==> config.mk <==
export PLATFORM = sky130hd
export DESIGN_NAME = bus_cycle_responder_flat
export DESIGN_NICKNAME = d
export VERILOG_FILES = /design/src/rtl/bus_cycle_responder_pkg.sv /design/src/rtl/bus_cycle_responder_if.sv /design/src/rtl/bus_watchdog.sv /design/src/rtl/bus_cycle_responder.sv /design/src/flat_wrapper.sv
export SDC_FILE = /design/constraint.sdc
export NUM_CORES = 1
export LEC_CHECK = 0
export CELL_PAD_IN_SITES_DETAIL_PLACEMENT = 0
export CELL_PAD_IN_SITES_GLOBAL_PLACEMENT = 1
export CORE_ASPECT_RATIO = 1.2
export CORE_MARGIN = 5
export CORE_UTILIZATION = 35
export CTS_CLUSTER_DIAMETER = 30
export DETAILED_ROUTE_END_ITERATION = 16
export GPL_ROUTABILITY_DRIVEN = 0
export PLACE_DENSITY = 0.77
export SETUP_SLACK_MARGIN = 0.02
export SLEW_MARGIN = 20
export SYNTH_ARGS = -nofsm -noshare
export SYNTH_HDL_FRONTEND = slang
export SYNTH_SLANG_ARGS = --single-unit
==> constraint.sdc <==
create_clock -name clock -period 2.3 [get_ports clock]
set_clock_uncertainty 0.1 [all_clocks]
set_input_delay 0.46 -clock clock [delete_from_list [all_inputs] [get_ports clock]]
set_output_delay 0.46 -clock clock [all_outputs]
set_load 0.03 [all_outputs]
==> src/rtl/bus_cycle_responder_pkg.sv <==
`default_nettype none
// ============================================================================
// Module      : bus_cycle_responder_pkg
// Description : Shared constants and state encoding for the 68030 bus cycle
//               termination engine.
// Revision    : 1.0 - initial release
// ============================================================================
package bus_cycle_responder_pkg;

  localparam logic ACTIVE   = 1'b0;
  localparam logic INACTIVE = 1'b1;

  localparam logic [1:0] DSACK_32   = 2'b00;
  localparam logic [1:0] DSACK_16   = 2'b10;
  localparam logic [1:0] DSACK_8    = 2'b01;
  localparam logic [1:0] DSACK_NONE = 2'b11;

  localparam logic [2:0] FC_CPU_SPACE = 3'b111;

  typedef enum logic [2:0] {
    ST_IDLE = 3'd0,
    ST_WAIT = 3'd1,
    ST_ACK  = 3'd2,
    ST_EXT  = 3'd3,
    ST_ERR  = 3'd4,
    ST_HOLD = 3'd5
  } state_t;

endpackage
`default_nettype wire

==> src/rtl/bus_cycle_responder_if.sv <==
`default_nettype none
// ============================================================================
// Module      : bus_cycle_responder_if
// Description : CPU-side bus signals seen by the cycle responder; all strobes
//               and acknowledges are active-low.
// Revision    : 1.0 - initial release
// ============================================================================
interface bus_cycle_responder_if #(
  parameter int NUM_REGIONS = 4,
  parameter int WAIT_WIDTH  = 4
);
  logic                              cpu_as;
  logic [2:0]                        cpu_fc;
  logic [NUM_REGIONS-1:0]            region_select;
  logic [NUM_REGIONS*WAIT_WIDTH-1:0] region_wait;
  logic [NUM_REGIONS*2-1:0]          region_port;
  logic                              ext_select;
  logic [1:0]                        ext_dsack;
  logic                              ext_berr;
  logic [1:0]                        cpu_dsack_out;
  logic                              cpu_berr_out;
  logic                              timeout_pulse;
  logic                              busy;

  modport slave (
    input  cpu_as, cpu_fc, region_select, region_wait, region_port,
           ext_select, ext_dsack, ext_berr,
    output cpu_dsack_out, cpu_berr_out, timeout_pulse, busy
  );

  modport master (
    output cpu_as, cpu_fc, region_select, region_wait, region_port,
           ext_select, ext_dsack, ext_berr,
    input  cpu_dsack_out, cpu_berr_out, timeout_pulse, busy
  );
endinterface
`default_nettype wire

==> src/rtl/bus_watchdog.sv <==
`default_nettype none
// ============================================================================
// Module      : bus_watchdog
// Description : Saturating cycle watchdog with clear/enable; expire is high
//               for the single enabled clock on which the count reaches LIMIT.
// Revision    : 1.0 - initial release
// ============================================================================
module bus_watchdog #(
  parameter int WIDTH = 10,
  parameter int LIMIT = 1000
) (
  input  wire logic clock,
  input  wire logic reset,
  input  wire logic clear,
  input  wire logic enable,
  output logic      expire
);

  localparam bit               c_ENABLED = (LIMIT != 0);
  localparam logic [WIDTH-1:0] c_LIMIT   = WIDTH'(LIMIT);
  localparam logic [WIDTH-1:0] c_LAST    = WIDTH'(LIMIT - 1);

  logic [WIDTH-1:0] count_q, count_d;

  always_comb begin
    count_d = count_q;
    if (clear) begin
      count_d = '0;
    end else if (enable && c_ENABLED && (count_q != c_LIMIT)) begin
      count_d = count_q + WIDTH'(1);
    end
  end

  assign expire = c_ENABLED && enable && !clear && (count_q == c_LAST);

  always_ff @(posedge clock or negedge reset) begin
    if (!reset) begin
      count_q <= '0;
    end else begin
      count_q <= count_d;
    end
  end

endmodule
`default_nettype wire

==> src/rtl/bus_cycle_responder.sv <==
`default_nettype none
// ============================================================================
// Module      : bus_cycle_responder
// Description : Clocked DSACK/BERR termination engine for 68030 bus cycles with
//               per-region wait states, external pass-through and watchdog.
// Revision    : 1.0 - initial release
// ============================================================================
module bus_cycle_responder
  import bus_cycle_responder_pkg::*;
#(
  parameter int NUM_REGIONS    = 4,
  parameter int WAIT_WIDTH     = 4,
  parameter int TIMEOUT_WIDTH  = 10,
  parameter int TIMEOUT_CYCLES = 1000
) (
  input  wire logic              clock,
  input  wire logic              reset,
  bus_cycle_responder_if.slave   bus
);

  state_t                state_q, state_d;
  logic [WAIT_WIDTH-1:0] wait_cnt_q, wait_cnt_d;
  logic [1:0]            port_q, port_d;
  logic [1:0]            dsack_q, dsack_d;
  logic                  berr_q, berr_d;
  logic                  pulse_q, pulse_d;
  logic                  busy_q, busy_d;

  logic                  sel_found;
  logic [WAIT_WIDTH-1:0] sel_wait;
  logic [1:0]            sel_port;
  logic                  as_negated;
  logic                  wd_clear, wd_enable, wd_expire;
  logic                  timeout_hit;

  // Scan downwards so the lowest-index asserted select is the one left standing.
  always_comb begin
    sel_found = 1'b0;
    sel_wait  = '0;
    sel_port  = DSACK_NONE;
    for (int i = NUM_REGIONS - 1; i >= 0; i--) begin
      if (bus.region_select[i] == ACTIVE) begin
        sel_found = 1'b1;
        sel_wait  = bus.region_wait[i*WAIT_WIDTH +: WAIT_WIDTH];
        sel_port  = bus.region_port[i*2 +: 2];
      end
    end
  end

  assign as_negated  = (bus.cpu_as == INACTIVE);
  assign wd_clear    = (state_q == ST_IDLE);
  assign wd_enable   = (state_q == ST_WAIT) || (state_q == ST_EXT) || (state_q == ST_HOLD);
  // A cycle the CPU has already abandoned never gets a timeout BERR.
  assign timeout_hit = wd_expire && !as_negated;

  bus_watchdog #(
    .WIDTH (TIMEOUT_WIDTH),
    .LIMIT (TIMEOUT_CYCLES)
  ) u_watchdog (
    .clock  (clock),
    .reset  (reset),
    .clear  (wd_clear),
    .enable (wd_enable),
    .expire (wd_expire)
  );

  always_comb begin
    state_d    = state_q;
    wait_cnt_d = wait_cnt_q;
    port_d     = port_q;
    case (state_q)
      ST_IDLE: begin
        if (!as_negated) begin
          if (sel_found) begin
            port_d     = sel_port;
            wait_cnt_d = sel_wait;
            state_d    = (sel_wait == '0) ? ST_ACK : ST_WAIT;
          end else if (bus.ext_select == ACTIVE) begin
            state_d = ST_EXT;
          end else if (bus.cpu_fc == FC_CPU_SPACE) begin
            state_d = ST_HOLD;
          end else begin
            state_d = ST_ERR;
          end
        end
      end
      ST_WAIT: begin
        if (as_negated) begin
          state_d = ST_IDLE;
        end else if (timeout_hit) begin
          state_d = ST_ERR;
        end else if (wait_cnt_q == WAIT_WIDTH'(1)) begin
          state_d = ST_ACK;
        end else begin
          wait_cnt_d = wait_cnt_q - WAIT_WIDTH'(1);
        end
      end
      ST_EXT, ST_HOLD: begin
        if (as_negated) begin
          state_d = ST_IDLE;
        end else if (timeout_hit) begin
          state_d = ST_ERR;
        end
      end
      ST_ACK, ST_ERR: begin
        if (as_negated) begin
          state_d = ST_IDLE;
        end
      end
      default: state_d = ST_IDLE;
    endcase
  end

  // Outputs are a registered function of the state held during the clock.
  always_comb begin
    dsack_d = DSACK_NONE;
    berr_d  = INACTIVE;
    pulse_d = timeout_hit;
    busy_d  = (state_q != ST_IDLE);
    if (state_q == ST_ACK) begin
      dsack_d = port_q;
    end
    if ((state_q == ST_ERR) || timeout_hit) begin
      berr_d = ACTIVE;
    end
    if ((state_q == ST_EXT) && !as_negated && !timeout_hit) begin
      dsack_d = bus.ext_dsack;
      berr_d  = bus.ext_berr;
    end
  end

  always_ff @(posedge clock or negedge reset) begin
    if (!reset) begin
      state_q    <= ST_IDLE;
      wait_cnt_q <= '0;
      port_q     <= DSACK_NONE;
      dsack_q    <= DSACK_NONE;
      berr_q     <= INACTIVE;
      pulse_q    <= 1'b0;
      busy_q     <= 1'b0;
    end else begin
      state_q    <= state_d;
      wait_cnt_q <= wait_cnt_d;
      port_q     <= port_d;
      dsack_q    <= dsack_d;
      berr_q     <= berr_d;
      pulse_q    <= pulse_d;
      busy_q     <= busy_d;
    end
  end

  assign bus.cpu_dsack_out = dsack_q;
  assign bus.cpu_berr_out  = berr_q;
  assign bus.timeout_pulse = pulse_q;
  assign bus.busy          = busy_q;

endmodule
`default_nettype wire

==> src/flat_wrapper.sv <==
// flat-port wrapper written by rule: the top's interface ports become plain ports
module bus_cycle_responder_flat import bus_cycle_responder_pkg::*;
#(
  parameter int NUM_REGIONS    = 4,
  parameter int WAIT_WIDTH     = 4,
  parameter int TIMEOUT_WIDTH  = 10,
  parameter int TIMEOUT_CYCLES = 1000
)
  (clock, reset, bus_cpu_as, bus_cpu_fc, bus_region_select, bus_region_wait, bus_region_port, bus_ext_select, bus_ext_dsack, bus_ext_berr, bus_cpu_dsack_out, bus_cpu_berr_out, bus_timeout_pulse, bus_busy);
  bus_cycle_responder_if #(.NUM_REGIONS(NUM_REGIONS), .WAIT_WIDTH(WAIT_WIDTH)) bus_i ();
  input  wire logic clock;
  input  wire logic reset;
  input wire logic [$bits(bus_i.cpu_as)-1:0] bus_cpu_as;
  input wire logic [$bits(bus_i.cpu_fc)-1:0] bus_cpu_fc;
  input wire logic [$bits(bus_i.region_select)-1:0] bus_region_select;
  input wire logic [$bits(bus_i.region_wait)-1:0] bus_region_wait;
  input wire logic [$bits(bus_i.region_port)-1:0] bus_region_port;
  input wire logic [$bits(bus_i.ext_select)-1:0] bus_ext_select;
  input wire logic [$bits(bus_i.ext_dsack)-1:0] bus_ext_dsack;
  input wire logic [$bits(bus_i.ext_berr)-1:0] bus_ext_berr;
  output wire logic [$bits(bus_i.cpu_dsack_out)-1:0] bus_cpu_dsack_out;
  output wire logic [$bits(bus_i.cpu_berr_out)-1:0] bus_cpu_berr_out;
  output wire logic [$bits(bus_i.timeout_pulse)-1:0] bus_timeout_pulse;
  output wire logic [$bits(bus_i.busy)-1:0] bus_busy;
  assign bus_i.cpu_as = bus_cpu_as;
  assign bus_i.cpu_fc = bus_cpu_fc;
  assign bus_i.region_select = bus_region_select;
  assign bus_i.region_wait = bus_region_wait;
  assign bus_i.region_port = bus_region_port;
  assign bus_i.ext_select = bus_ext_select;
  assign bus_i.ext_dsack = bus_ext_dsack;
  assign bus_i.ext_berr = bus_ext_berr;
  assign bus_cpu_dsack_out = bus_i.cpu_dsack_out;
  assign bus_cpu_berr_out = bus_i.cpu_berr_out;
  assign bus_timeout_pulse = bus_i.timeout_pulse;
  assign bus_busy = bus_i.busy;
  bus_cycle_responder #(.NUM_REGIONS(NUM_REGIONS), .WAIT_WIDTH(WAIT_WIDTH), .TIMEOUT_WIDTH(TIMEOUT_WIDTH), .TIMEOUT_CYCLES(TIMEOUT_CYCLES)) u_core (.clock(clock), .reset(reset), .bus(bus_i));
endmodule
==> qor.csv <==
metric;value;unit
start_kind;register;
power.static_leakage;0.857;nW
cts_tree;built;
syn_to_final_growth;38.9;%
initial_core_util;36.0;%
root_buffer;clkbuf_8;
crit_path_max_fanout;1;
fin_cells;278;
min-delay-start;u_core.port_q[0];
post_drt_via_cell_ratio;5.32;
drt_iter0_drc;63;
place_ws;59.0;ps
finalSetupViolCount;0;
hold_buffers;0;
power.density;805;mW/mm^2
coreArea;0.00426;sq mm
avgSynthCellArea;8.92;sq um
clock-sinks;24;
min_period_over_period;87.3;%
timing.rr.start;u_core.state_q[1];
cts_buffers;3;
power;1.72;mW
maxUsedRoutingLayer;met4;
post_cts_buffers;0;
layout_setup_ws;292;ps
required;1740;ps
synthArstFlopShare;100;%
clockBufferDepth;2;
synth-xor-area-share;4.00;%
cts_resized;0;
track_usage;15.2;%
netlist_area;0.00153;sq mm
synth_edf_count;0;
grt_overflow;0;
fin_util;50.0;%
grt_max_degree;25;
hold-worst-slack;381;ps
n_fill_cell;437;
yosys.area.top_type_share;31.0;%
synth_top_area_cell;dfrtp_1;
place_area;0.00208;sq mm
ant_nets;0;
max-vdd-ir-drop;0.255;mV
drv_cap;0;
wl_met2;2.22;mm
diodes;0;
hold_class;reg2reg;
clk_pin_slew;80;ps
path_cells;clkdlybuf4s50_1;
synth_fa_ha_area_share;3.26;%
cp-startpoint;u_core.bus.cpu_berr_out;
numPlacedInstances;274;
synth_top_family_by_area;simple AND/OR/NAND/NOR gates;
postLayoutCellArea;0.00213;sq mm
synth-compound-area-share;21.0;%
ys_seq_area_share;39.6;%
path_buf_inv;1;
num_vias;1480;
rrSetupSlack;370;ps
synth_cells;172;
path_class;reg2out;
synth-main-ff-cell;dfrtp_1;
fin_tns_setup;0;ps
io-pin-count;43;
grt_pass1_vias;1670;
worstSkewPairLatency;260;ps
wire_per_inst;14.9;um
end_kind;primary output;
critPathSlowestCell;clkdlybuf4s50_1;
path_delay_family;buffers and inverters;
hold_viol_final;0;
critical-path-max-stage-delay;660;ps
wl_met3;196;um
rows;26;
drive_above_1_share;12.2;%
finalWirelength;4.14;mm
min_period;2010;ps
syn_nets;214;
antenna_found_initial;0;
first_pass_iters;4;
die_w;70.4;um
yosysUniqueCellTypes;46;
wl_met1;1.68;mm
dp_hpwl;3.40;mm
worstPathArrival;1450;ps
fmax;0.498;GHz
maxSlewViolCount;0;
htree_levels;1;
port_buffers;42;
synthMuxAreaShare;2.69;%
synth_warnings;0;
worst_pin_slew;388;ps
synth_area_leaders;dfrtp_1, dfstp_2, nor2_1, ha_1, o21ai_0;
synthSimpleGateAreaFrac;25.8;%
slew_headroom;73.9;%
grt_first_pass_wirelength;7.18;mm
drc;0;
nNetsFinal;265;
grt_setup_unrepaired;no;
outcome;finished, final reports clean;
die_h;82.5;um
ys_seq_elements;24;
fp.dieArea;0.00581;sq mm
-- layer usage --
| layer | up-vias | track usage [%] |
|---|---|---|
| met5 | - | 0 |
| met4 | 0 | 5.36 |
| met3 | 2 | 2.78 |
| met2 | 42 | 30.2 |
| met1 | 703 | 15.8 |
| li1 | 733 | - |
-- worst reg2reg max path, delay by kind of cell (launching register included) --
kind             cells  cell delay (ps)
AO/OA/AOI/OAI        2              470
AND/OR/NAND/NOR      3              730
flip-flops           1              500
-- path summary, 6_finish.rpt --
kind / to / cells past startpoint
setup reg to reg: u_core.state_q[2] / 5
setup / recovery: bus_cpu_berr_out / 1
hold reg to reg: u_core.port_q[0] / 2
min in group asynchronous: u_core.u_watchdog.count_q[2] / 2
max in group asynchronous: u_core.bus.cpu_dsack_out[1] / 2
hold / removal: u_core.port_q[0] / 2
-- sequential cells by signal, summed over array words and instances (netlist names) --
register / cells
u_core.u_watchdog.count_q: 10
u_core.state_q: 3
u_core.wait_cnt_q: 4
u_core.bus.cpu_dsack_out: 2
u_core.bus.busy: 1
u_core.bus.cpu_berr_out: 1
u_core.bus.timeout_pulse: 1
u_core.port_q: 2
-- cell usage after synthesis (3+ instances only) --
cell	count
or3_1	5
dfrtp_1	19
a31oi_1	3
nand3b_1	4
dfstp_2	5
mux2i_1	3
nand3_1	9
nor3_1	4
a221oi_1	3
clkbuf_1	4
nand2b_1	5
o221ai_1	4
a21oi_1	7
nand2_1	9
nor2_1	21
ha_1	4
nand4_1	4
inv_1	9
o21ai_0	10
xor2_1	5
-- cells by family (layout without fill, tap and decap cells) --
family	count (synthesis)	after routing
XOR/XNOR	7	7
flip-flops	24	24
AO/OA/AOI/OAI	44	44
adder cells (fa/ha/maj)	4	4
buffers and inverters	15	65
multiplexers	4	4
AND/OR/NAND/NOR	74	74
-- placed cells by master, fill, tap and decap left out, types with 5 or more instances in the layout --
| cell | count |
|---|---|
| a21oi_1 | 7 |
| buf_4 | 10 |
| clkdlybuf4s50_1 | 42 |
| dfrtp_1 | 19 |
| dfstp_2 | 5 |
| inv_1 | 9 |
| nand2_1 | 9 |
| nand2b_1 | 5 |
| nand3_1 | 9 |
| nor2_1 | 21 |
| o21ai_0 | 10 |
| or3_1 | 5 |
| xor2_1 | 5 |
-- layout make-up --
cell class / count / area, sq um / share of cell area (%)
Sequential cell: 24 / 607 / 28.5
Multi-Input combinational cell: 133 / 870 / 40.8
Timing Repair Buffer: 52 / 495 / 23.3
Clock buffer: 4 / 55.1 / 2.58
Tap cell: 56 / 70.1 / 3.29
Inverter: 9 / 33.8 / 1.59
-- report_power, final --
part | leakage [nW] | switching [mW] | internal [mW]
clock | 0.0288 | 0.126 | 0.153
combinational | 0.528 | 0.442 | 0.368
sequential | 0.300 | 0.0760 | 0.551
total | 0.857 | 0.645 | 1.07
Note: power is estimated with default switching activity, not from simulation.
